$ cat config.mk
export PLATFORM = sky130hd
export DESIGN_NAME = sonar_sweep_ranger
export DESIGN_NICKNAME = d
export VERILOG_FILES = /design/src/rtl/sonar_sweep_ranger.sv
export SDC_FILE = /design/constraint.sdc
export NUM_CORES = 1
export LEC_CHECK = 0
export ABC_CLOCK_PERIOD_IN_PS = 3900
export CAP_MARGIN = 30
export CORE_MARGIN = 2
export CORE_UTILIZATION = 58
export DETAILED_ROUTE_END_ITERATION = 16
export PLACE_DENSITY_LB_ADDON = 0.3
export SLEW_MARGIN = 20
export SYNTH_ARGS = -nofsm -noshare
export SYNTH_HDL_FRONTEND = slang
export SYNTH_SLANG_ARGS = --single-unit
$ cat constraint.sdc
create_clock -name clk -period 3.9 [get_ports clk]
set_input_delay 0.78 -clock clk [delete_from_list [all_inputs] [get_ports clk]]
set_output_delay 0.78 -clock clk [all_outputs]
set_load 0.005 [all_outputs]
$ cat src/rtl/sonar_sweep_ranger.sv
// Servo-swept ultrasonic ranger: step servo, settle, trigger, time the echo, convert it to cm.
// Define MIN_TRACK_EN to build per-sweep minimum distance tracking (min_cm/min_pos).
//
// state     | meaning
// IDLE      | parked, waiting for en
// SETTLE    | servo settling, SETTLE_US ticks
// TRIG      | trigger high, TRIG_US ticks
// WAIT_RISE | waiting for echo 0->1, TIMEOUT_US ticks max
// WAIT_FALL | counting echo-high ticks
// DIVIDE    | ticks / 58 by repeated subtraction
// REPORT    | publish result, step servo
module sonar_sweep_ranger #(
  parameter int CLK_HZ     = 27_000_000,
  parameter int TICK_HZ    = 1_000_000,
  parameter int TRIG_US    = 10,
  parameter int SETTLE_US  = 60_000,
  parameter int TIMEOUT_US = 30_000,
  parameter int POS_MIN    = 60,
  parameter int POS_MAX    = 230,
  parameter int POS_STEP   = 1,
  parameter int CNT_W      = 16,
  parameter int DIST_W     = 10,
  parameter int NEAR_CM    = 100
) (
  input  logic              clk,
  input  logic              rst,
  input  logic              en,
  input  logic              hold,
  input  logic              echo,
  output logic              trigger,
  output logic [7:0]        servo_pos,
  output logic              dir,
  output logic [DIST_W-1:0] dist_cm,
  output logic [7:0]        dist_pos,
  output logic              dist_valid,
  output logic              timeout,
  output logic              near,
  output logic              busy,
  output logic [DIST_W-1:0] min_cm,
  output logic [7:0]        min_pos
);

  localparam int DIV        = CLK_HZ / TICK_HZ;
  localparam int DIV_W      = $clog2(DIV);
  localparam int TMR_MAX    = (SETTLE_US > TIMEOUT_US) ?
                              ((SETTLE_US > TRIG_US) ? SETTLE_US : TRIG_US) :
                              ((TIMEOUT_US > TRIG_US) ? TIMEOUT_US : TRIG_US);
  localparam int TMR_W      = $clog2(TMR_MAX + 1);
  localparam int DIST_MAX_I = (2 ** DIST_W) - 1;
  localparam logic [CNT_W-1:0] CM_TICKS = CNT_W'(58);
  localparam logic [7:0] P_MIN  = 8'(POS_MIN);
  localparam logic [7:0] P_MAX  = 8'(POS_MAX);
  localparam logic [7:0] P_STEP = 8'(POS_STEP);

  typedef enum logic [2:0] {
    IDLE, SETTLE, TRIG, WAIT_RISE, WAIT_FALL, DIVIDE, REPORT
  } state_t;

  state_t state, state_next;

  logic              echo_m, echo_s, echo_d, rise;
  logic [DIV_W-1:0]  div_cnt;
  logic              tick;
  logic [TMR_W-1:0]  tmr;
  logic              tmr_done;
  logic [CNT_W-1:0]  cnt, rem, quo;
  logic              cnt_stop;
  logic [DIST_W-1:0] quo_sat;
  logic              quo_near;
  logic [7:0]        pos_step;
  logic              dir_step;

  always_ff @(posedge clk or posedge rst) begin
    if (rst) {echo_m, echo_s, echo_d} <= '0;
    else     {echo_m, echo_s, echo_d} <= {echo, echo_m, echo_s};
  end
  assign rise = echo_s & ~echo_d;

  assign tick = (div_cnt == '0);
  always_ff @(posedge clk or posedge rst) begin
    if (rst)       div_cnt <= '0;
    else if (tick) div_cnt <= DIV_W'(DIV - 1);
    else           div_cnt <= div_cnt - DIV_W'(1);
  end

  assign tmr_done = tick && (tmr == TMR_W'(1));
  assign cnt_stop = tick && ((cnt == '1) || (32'(cnt) + 32'd1 >= 32'(TIMEOUT_US)));

  always_ff @(posedge clk or posedge rst) begin
    if (rst) state <= IDLE;
    else     state <= state_next;
  end

  always_comb begin
    state_next = state;
    case (state)
      IDLE:      if (en) state_next = SETTLE;
      SETTLE:    if (tmr_done) state_next = TRIG;
      TRIG:      if (tmr_done) state_next = WAIT_RISE;
      WAIT_RISE: if (rise) state_next = WAIT_FALL;
                 else if (tmr_done) state_next = REPORT;
      WAIT_FALL: if (!echo_s) state_next = DIVIDE;
                 else if (cnt_stop) state_next = REPORT;
      DIVIDE:    if (rem < CM_TICKS) state_next = REPORT;
      REPORT:    state_next = en ? SETTLE : IDLE;
      default:   state_next = IDLE;
    endcase
  end

  assign trigger    = (state == TRIG);
  assign dist_valid = (state == REPORT);
  assign busy       = (state != IDLE);

  assign quo_sat  = (32'(quo) > DIST_MAX_I) ? '1 : DIST_W'(quo);
  assign quo_near = (32'(quo_sat) < NEAR_CM);

  // Reflect off the limits; the reversal step moves away from the limit in the same report.
  always_comb begin
    pos_step = servo_pos;
    dir_step = dir;
    if (!dir) begin
      if (9'(servo_pos) + 9'(P_STEP) > 9'(P_MAX)) begin
        dir_step = 1'b1;
        pos_step = servo_pos - P_STEP;
      end else begin
        pos_step = servo_pos + P_STEP;
      end
    end else begin
      if (9'(servo_pos) < 9'(P_MIN) + 9'(P_STEP)) begin
        dir_step = 1'b0;
        pos_step = servo_pos + P_STEP;
      end else begin
        pos_step = servo_pos - P_STEP;
      end
    end
  end

  always_ff @(posedge clk or posedge rst) begin
    if (rst) begin
      tmr       <= '0;
      cnt       <= '0;
      rem       <= '0;
      quo       <= '0;
      servo_pos <= P_MIN;
      dir       <= 1'b0;
      dist_cm   <= '0;
      dist_pos  <= '0;
      timeout   <= 1'b0;
      near      <= 1'b0;
    end else begin
      if (state_next != state) begin
        case (state_next)
          SETTLE:    tmr <= TMR_W'(SETTLE_US);
          TRIG:      tmr <= TMR_W'(TRIG_US);
          WAIT_RISE: tmr <= TMR_W'(TIMEOUT_US);
          default:   tmr <= tmr;
        endcase
      end else if (tick && tmr != '0) begin
        tmr <= tmr - TMR_W'(1);
      end

      // The rise cycle counts its own tick so the count matches the echo width exactly.
      if (state == WAIT_RISE && rise)
        cnt <= tick ? CNT_W'(1) : '0;
      else if (state == WAIT_FALL && tick && cnt != '1)
        cnt <= cnt + CNT_W'(1);

      if (state == WAIT_FALL && state_next == DIVIDE) begin
        rem <= cnt;
        quo <= '0;
      end else if (state == DIVIDE && rem >= CM_TICKS) begin
        rem <= rem - CM_TICKS;
        quo <= quo + CNT_W'(1);
      end

      if (state_next == REPORT && state != REPORT) begin
        dist_pos <= servo_pos;
        if (state == DIVIDE) begin
          dist_cm <= quo_sat;
          timeout <= 1'b0;
          near    <= quo_near;
        end else begin
          dist_cm <= '1;
          timeout <= 1'b1;
          near    <= 1'b0;
        end
      end

      if (state == REPORT && !hold) begin
        servo_pos <= pos_step;
        dir       <= dir_step;
      end
    end
  end

`ifdef MIN_TRACK_EN
  logic [DIST_W-1:0] run_cm, cand_cm;
  logic [7:0]        run_pos, cand_pos;
  logic              sweep_end;

  assign sweep_end = !hold && (dir_step != dir);

  // Strict compare keeps the first position on ties.
  always_comb begin
    cand_cm  = run_cm;
    cand_pos = run_pos;
    if (!timeout && dist_cm < run_cm) begin
      cand_cm  = dist_cm;
      cand_pos = dist_pos;
    end
  end

  always_ff @(posedge clk or posedge rst) begin
    if (rst) begin
      run_cm  <= '1;
      run_pos <= '0;
      min_cm  <= '1;
      min_pos <= '0;
    end else if (state == REPORT) begin
      if (sweep_end) begin
        min_cm  <= cand_cm;
        min_pos <= cand_pos;
        run_cm  <= '1;
        run_pos <= '0;
      end else begin
        run_cm  <= cand_cm;
        run_pos <= cand_pos;
      end
    end
  end
`else
  assign min_cm  = '1;
  assign min_pos = '0;
`endif

endmodule

# ---- Yosys cells after proc, flatten, opt, wreduce, memory -nomap -nowiden
# Cells that the tools add are included.
dict set report word_totals {
  ff_bits 104
  in_bits 5
  wordCells 101
}
dict set report classes {
  addsub 9
  n_lt_le_gt_ge 7
  n_eq_ne 17
  n_mux 31
  bitwise_logic 2
  n_reduce_logical 20
}
# op count
set op_table {}
lappend op_table {{$mux W16} 8}
lappend op_table {{$pmux W16 S3} 1}
lappend op_table {{$add A16 B1 Y16 const B} 2}
lappend op_table {{$mux W3} 8}
lappend op_table {{$mux W8} 3}
lappend op_table {{$pmux W3 S7} 1}
lappend op_table {{$mux W10} 2}
lappend op_table {{$add A16 B1 Y17 const B} 1}
lappend op_table {{$ge A17 B15 Y1 const B} 1}
lappend op_table {{$eq A16 B1 Y1 const B} 1}
lappend op_table {{$eq A16 B16 Y1 const B} 1}
lappend op_table {{$ge A16 B6 Y1 const B} 1}
lappend op_table {{$gt A16 B10 Y1 const B} 1}
lappend op_table {{$lt A16 B6 Y1 const B} 1}
lappend op_table {{$ne A16 B16 Y1 const B} 1}
lappend op_table {{$reduce_bool A16 Y1} 1}
lappend op_table {{$sub A16 B1 Y16 const B} 1}
lappend op_table {{$sub A16 B6 Y16 const B} 1}
lappend op_table {{$eq A3 B3 Y1 const B} 5}
lappend op_table {{$eq A3 B2 Y1 const B} 4}
lappend op_table {{$logic_and A1 B1 Y1} 10}
lappend op_table {{$lt A10 B7 Y1 const B} 1}
lappend op_table {{$add A8 B1 Y9 const B} 1}
lappend op_table {{$gt A9 B8 Y1 const B} 1}
lappend op_table {{19 further kinds} 28}

# ---- Depth between registers and ports, before layout
dict set report depth {
  ltp_word 10
  ltp_mapped 10
  ltp_nobuf 9
}

# ---- Worst setup path after synthesis
# OpenSTA, ideal clock, no wires.
dict set report synth_path {
  kind {reg-to-reg}
  start {register div_cnt[0]}
  end {register dist_pos[2]}
  setup_time_ps 128
  arrival_time_ps 2530
  required_time_ps 3772
  setup_slack_ps 1242
  path_stages_with_launch 11
  n_path_buf 1
  period_less_slack_ps 2658
  cell_sequence {dfrtp_1 inv_1 ha_1 or4b_4 nor3_4 and2_1 o311ai_1 a41o_1 a211oi_2 buf_4 mux2_1}
}
dict set report synth_between {
  elab_chain_cells 7
  word_cells_on_any_way 12
  cone_classes {eq/ne: 1; mux: 7; reduce/logical: 4}
}
# item line
set synth_rtl {}
lappend synth_rtl {{from (decl)} 62} ;# logic [DIV_W-1:0] div_cnt;
lappend synth_rtl {{from (signal assigned)} 82} ;# else if (tick) div_cnt <= DIV_W'(DIV - 1);
lappend synth_rtl {{from (signal assigned)} 83} ;# else div_cnt <= div_cnt - DIV_W'(1);
lappend synth_rtl {{$logic_not A5 Y1 *} 79} ;# assign tick = (div_cnt == '0);
lappend synth_rtl {{$logic_and A1 B1 Y1 (on tied branches)} {87, 86}}
lappend synth_rtl {{$mux W3 (on tied branches)} {103, 101}}
lappend synth_rtl {{$mux W3 (on tied branches)} {102, 100}}
lappend synth_rtl {{$pmux W3 S7 *} 96} ;# case (state)
lappend synth_rtl {{$eq A3 B3 Y1 *} 176} ;# if (state_next == REPORT && state != REPORT) begin
lappend synth_rtl {{$logic_and A1 B1 Y1 *} 176}
lappend synth_rtl {{to (signal assigned)} 177} ;# dist_pos <= servo_pos;
lappend synth_rtl {{to (decl)} 34} ;# output logic [7:0] dist_pos,
# Every way passes the cells marked *; elsewhere a longest branch is shown, timed or not.
# A chain may end at the register's enable or synchronous reset.

# ---- Final worst setup path
dict set report layout_path {
  start {register cnt[1]}
  end {register dist_pos[2]}
}
dict set report layout_between {
  elab_chain_cells 9
  word_cells_on_any_way 10
  cone_classes {add/sub: 1; order compare: 1; eq/ne: 2; mux: 3; reduce/logical: 3}
}
# item line
set layout_rtl {}
lappend layout_rtl {{from (decl)} 66} ;# logic [CNT_W-1:0] cnt, rem, quo;
lappend layout_rtl {{from (signal assigned)} 164} ;# cnt <= tick ? CNT_W'(1) : '0;
lappend layout_rtl {{from (signal assigned)} 166} ;# cnt <= cnt + CNT_W'(1);
lappend layout_rtl {{$add A16 B1 Y17} 87} ;# assign cnt_stop = tick && ((cnt == '1) || (32'(cnt) + 32'd1 >= 32'(TIMEOUT_US)));
lappend layout_rtl {{$ge A17 B15 Y1} 87}
lappend layout_rtl {{$logic_or A1 B1 Y1 *} 87}
lappend layout_rtl {{$logic_and A1 B1 Y1 *} 87}
lappend layout_rtl {{$mux W3 *} 103} ;# else if (cnt_stop) state_next = REPORT;
lappend layout_rtl {{$mux W3 *} 102} ;# WAIT_FALL: if (!echo_s) state_next = DIVIDE;
lappend layout_rtl {{$pmux W3 S7 *} 96}
lappend layout_rtl {{$eq A3 B3 Y1 *} 176}
lappend layout_rtl {{$logic_and A1 B1 Y1 *} 176}
# Marked as above.

==> metrics <==
status=completed; Layout Skew=0.0184 ns; CTS Buffer Depth=2; core area=0.0104 sq mm; area delta synth->final=10.1%; Setup TNS Final=0 ns; Async SR Flop Fraction=1.00; vias per std cell=6.25; Initial DRC Count=391; crit path from=cnt[1]$_DFFE_PP0P_; min cycle time layout=3.27 ns; Critical Path End Type=flip-flop; vias in the first global route=4964; CTS tree=yes; Seq cells post-synth=103; fin. max-slew vios=0; Worst Max-Slew Pin Slew=0.787 ns; Data arrival, critical path=3.54 ns; worst-path fanout max=20; Hold Buf Count CTS=0; H-tree depth=3; startpoint types=flip-flop; io pins=55; Hold WS=0.364 ns; most frequent cells in the layout=99 x dfrtp_1, 67 x nor2_1, 63 x nand2_1, 39 x o21ai_0, 36 x clkdlybuf4s50_1; GR Util All Layers=0.258; commonest non-fill, non-tap cell in the layout=dfrtp_1; final period utilization=0.837; global-route wire length before repair=23800 microns; EDFF count, synth=0; fin util=0.657; hold path start=echo_m$_DFF_PP0_; Cell Chain, Critical Path=ha_1 -> nand3_1 -> nor4b_1 -> a31oi_1 -> o32a_1 -> a41o_1 -> a211oi_4 -> buf_4 -> mux2_1; # fillers=887; peak supply drop=0.000358 V; top-area cell type share of the netlist area=0.400; clock sinks=103; n_diodes=0; post-route design area=0.00682 sq mm; NumNets Final=710; Crit path largest cell delay=0.49 ns; post-DP HPWL=9730 microns; unrepaired setup endpoints after global routing=false; DP Area=0.00656 sq mm; Cell Area, Synth=0.00619 sq mm; Leak=2.86 nW; R2R Path Start=cnt[1]$_DFFE_PP0P_; GR Overflow Total=0; Max Freq=306 MHz; endpoints failing hold=0; Final setup violation count=0; Post-CTS Resized=0; Post-CTS Setup Bufs=0; drt total wl=13900 microns; largest net degree at the start of global routing=64; DRC Markers=0; PD cells=286 mW/mm^2; num rows=37; placer's final routability congestion estimate=0.873; Die Height=107 microns; via count=5225; antenna viol nets, final=0; Detailed Routing Iterations Pass 1=5; dominant synthesized flop cell=dfrtp_1; total CTS buffers=9; synth top area cells=dfrtp_1 40%, nor2_1 4.1%, nand2_1 3.8%, o21ai_0 3.2%, mux2i_1 2.6%; area leader, netlist=dfrtp_1; Initial Util=0.597; share of layout cells above drive strength 1=0.0686; Clock Latency Late Sink=0.39 ns; clk slew on worst S/H paths=0.11 ns; Post-Syn Instances=679; I/O Buffers=36; mean routed wirelength per cell=16.7 microns; slowest CP cell=dfrtp_1; HP Class=reg2reg; Req. time, crit path=4.17 ns; Yosys warning count=0; Yosys cell types=81; die area=0.0115 sq mm; Worst slew margin=0.475; Max-Cap Viols=0; synthesized area per cell=9.12 sq um; sequential cell area fraction in the yosys report=0.417; critical setup path kind=reg2reg; root buf cell=clkbuf_8; initial antenna violation count=0; Die Wd=107 microns
area by class of cell:
cell class / instances / area [sq um] / share of cell area
clock buffers: 10 / 138 / 0.0202
flip-flops and latches: 103 / 2580 / 0.379
clock inverters: 6 / 115 / 0.0169
well taps: 136 / 170 / 0.0250
repair buffers: 42 / 418 / 0.0613
multi-input cells: 507 / 3270 / 0.480
inverters: 32 / 123 / 0.0180
cells by family (layout without fill, tap and decap cells):
group,count (synthesis),after routing,share of synthesized area
fa+ha+maj,10,10,0.0202
buf+inv,85,90,0.0662
compound gates,150,150,0.173
mux,27,27,0.0458
flops,103,103,0.417
xor+xnor,27,27,0.0382
other cells,2,18,0.00121
simple gates,275,275,0.238
worst max-delay path: cells and delay by family (launching register included):
| family | cells | cell delay [ns] |
|---|---|---|
| adders and majority gates | 1 | 0.27 |
| muxes | 1 | 0.37 |
| buffers and inverters | 1 | 0.31 |
| AOI/OAI and AO/OA | 4 | 0.93 |
| and+or+nand+nor | 2 | 0.77 |
| DFF | 1 | 0.49 |
registers in the layout, summed over array words and instances, names as in the netlist, 3 cells and up:
register and cells:
cnt 16, div_cnt 5, quo 16, tmr 16, rem 15, dist_pos 8
state 3, servo_pos 8, dist_cm 10
power by group:
part | total, W | leakage, nW | internal (W) | switching, W
sequential | 0.00107 | 1.29 | 0.00107 | 0.00000400
combinational | 0.0000428 | 1.44 | 0.0000114 | 0.0000315
clock | 0.000833 | 0.123 | 0.000447 | 0.000386
synthesized netlist by cell type, types with 5 or more instances:
| master | count |
|---|---|
| a211oi_1 | 10 |
| a21oi_1 | 21 |
| a221o_1 | 6 |
| a31oi_1 | 8 |
| and3_1 | 5 |
| buf_2 | 13 |
| buf_4 | 20 |
| clkbuf_1 | 18 |
| dfrtp_1 | 99 |
| ha_1 | 10 |
| inv_1 | 32 |
| mux2_1 | 10 |
| mux2i_1 | 16 |
| nand2_1 | 63 |
| nand3_1 | 24 |
| nand4_1 | 18 |
| nand4b_1 | 8 |
| nor2_1 | 68 |
| nor3_1 | 23 |
| nor4_1 | 11 |
| nor4b_1 | 6 |
| o211ai_1 | 9 |
| o21ai_0 | 40 |
| o31ai_1 | 5 |
| o41ai_1 | 5 |
| or3_1 | 9 |
| or4_1 | 5 |
| xnor2_1 | 15 |
| xor2_1 | 12 |
per-stage QoR:
step / power [W] / std cells / setup WS [ns]
after detailed placement: 0.00114 / 820 / 0.713
after global routing: 0.00201 / 836 / 0.379
after CTS: 0.00197 / 836 / 0.694
after floorplan: 0.00113 / 695 / 0.423
final: 0.00195 / 836 / 0.635
after global placement: 0.00114 / 820 / 0.787
final timing paths:
kind | cells past startpoint | slack, ns | to
worst max-delay path | 9 | 0.63 | dist_pos[2]$_DFFE_PP0P_
worst min-delay path | 0 | 0.36 | echo_s$_DFF_PP0_
worst max register to register | 9 | 0.63 | dist_pos[2]$_DFFE_PP0P_
worst min register to register | 0 | 0.36 | echo_s$_DFF_PP0_
max in group asynchronous | 3 | 2.30 | rem[3]$_DFFE_PP0P_
min in group asynchronous | 2 | 0.88 | tmr[3]$_DFFE_PP0P_
layer usage:
metal / vias to the layer above / track usage / wire (microns)
li1: 2477 / - / -
met4: 0 / 0.0861 / 226
met1: 2546 / 0.351 / 6260
met3: 20 / 0.0587 / 745
met2: 182 / 0.410 / 6700
met5: - / 0 / 0
No activity file was read; power rests on OpenSTA's default activity.
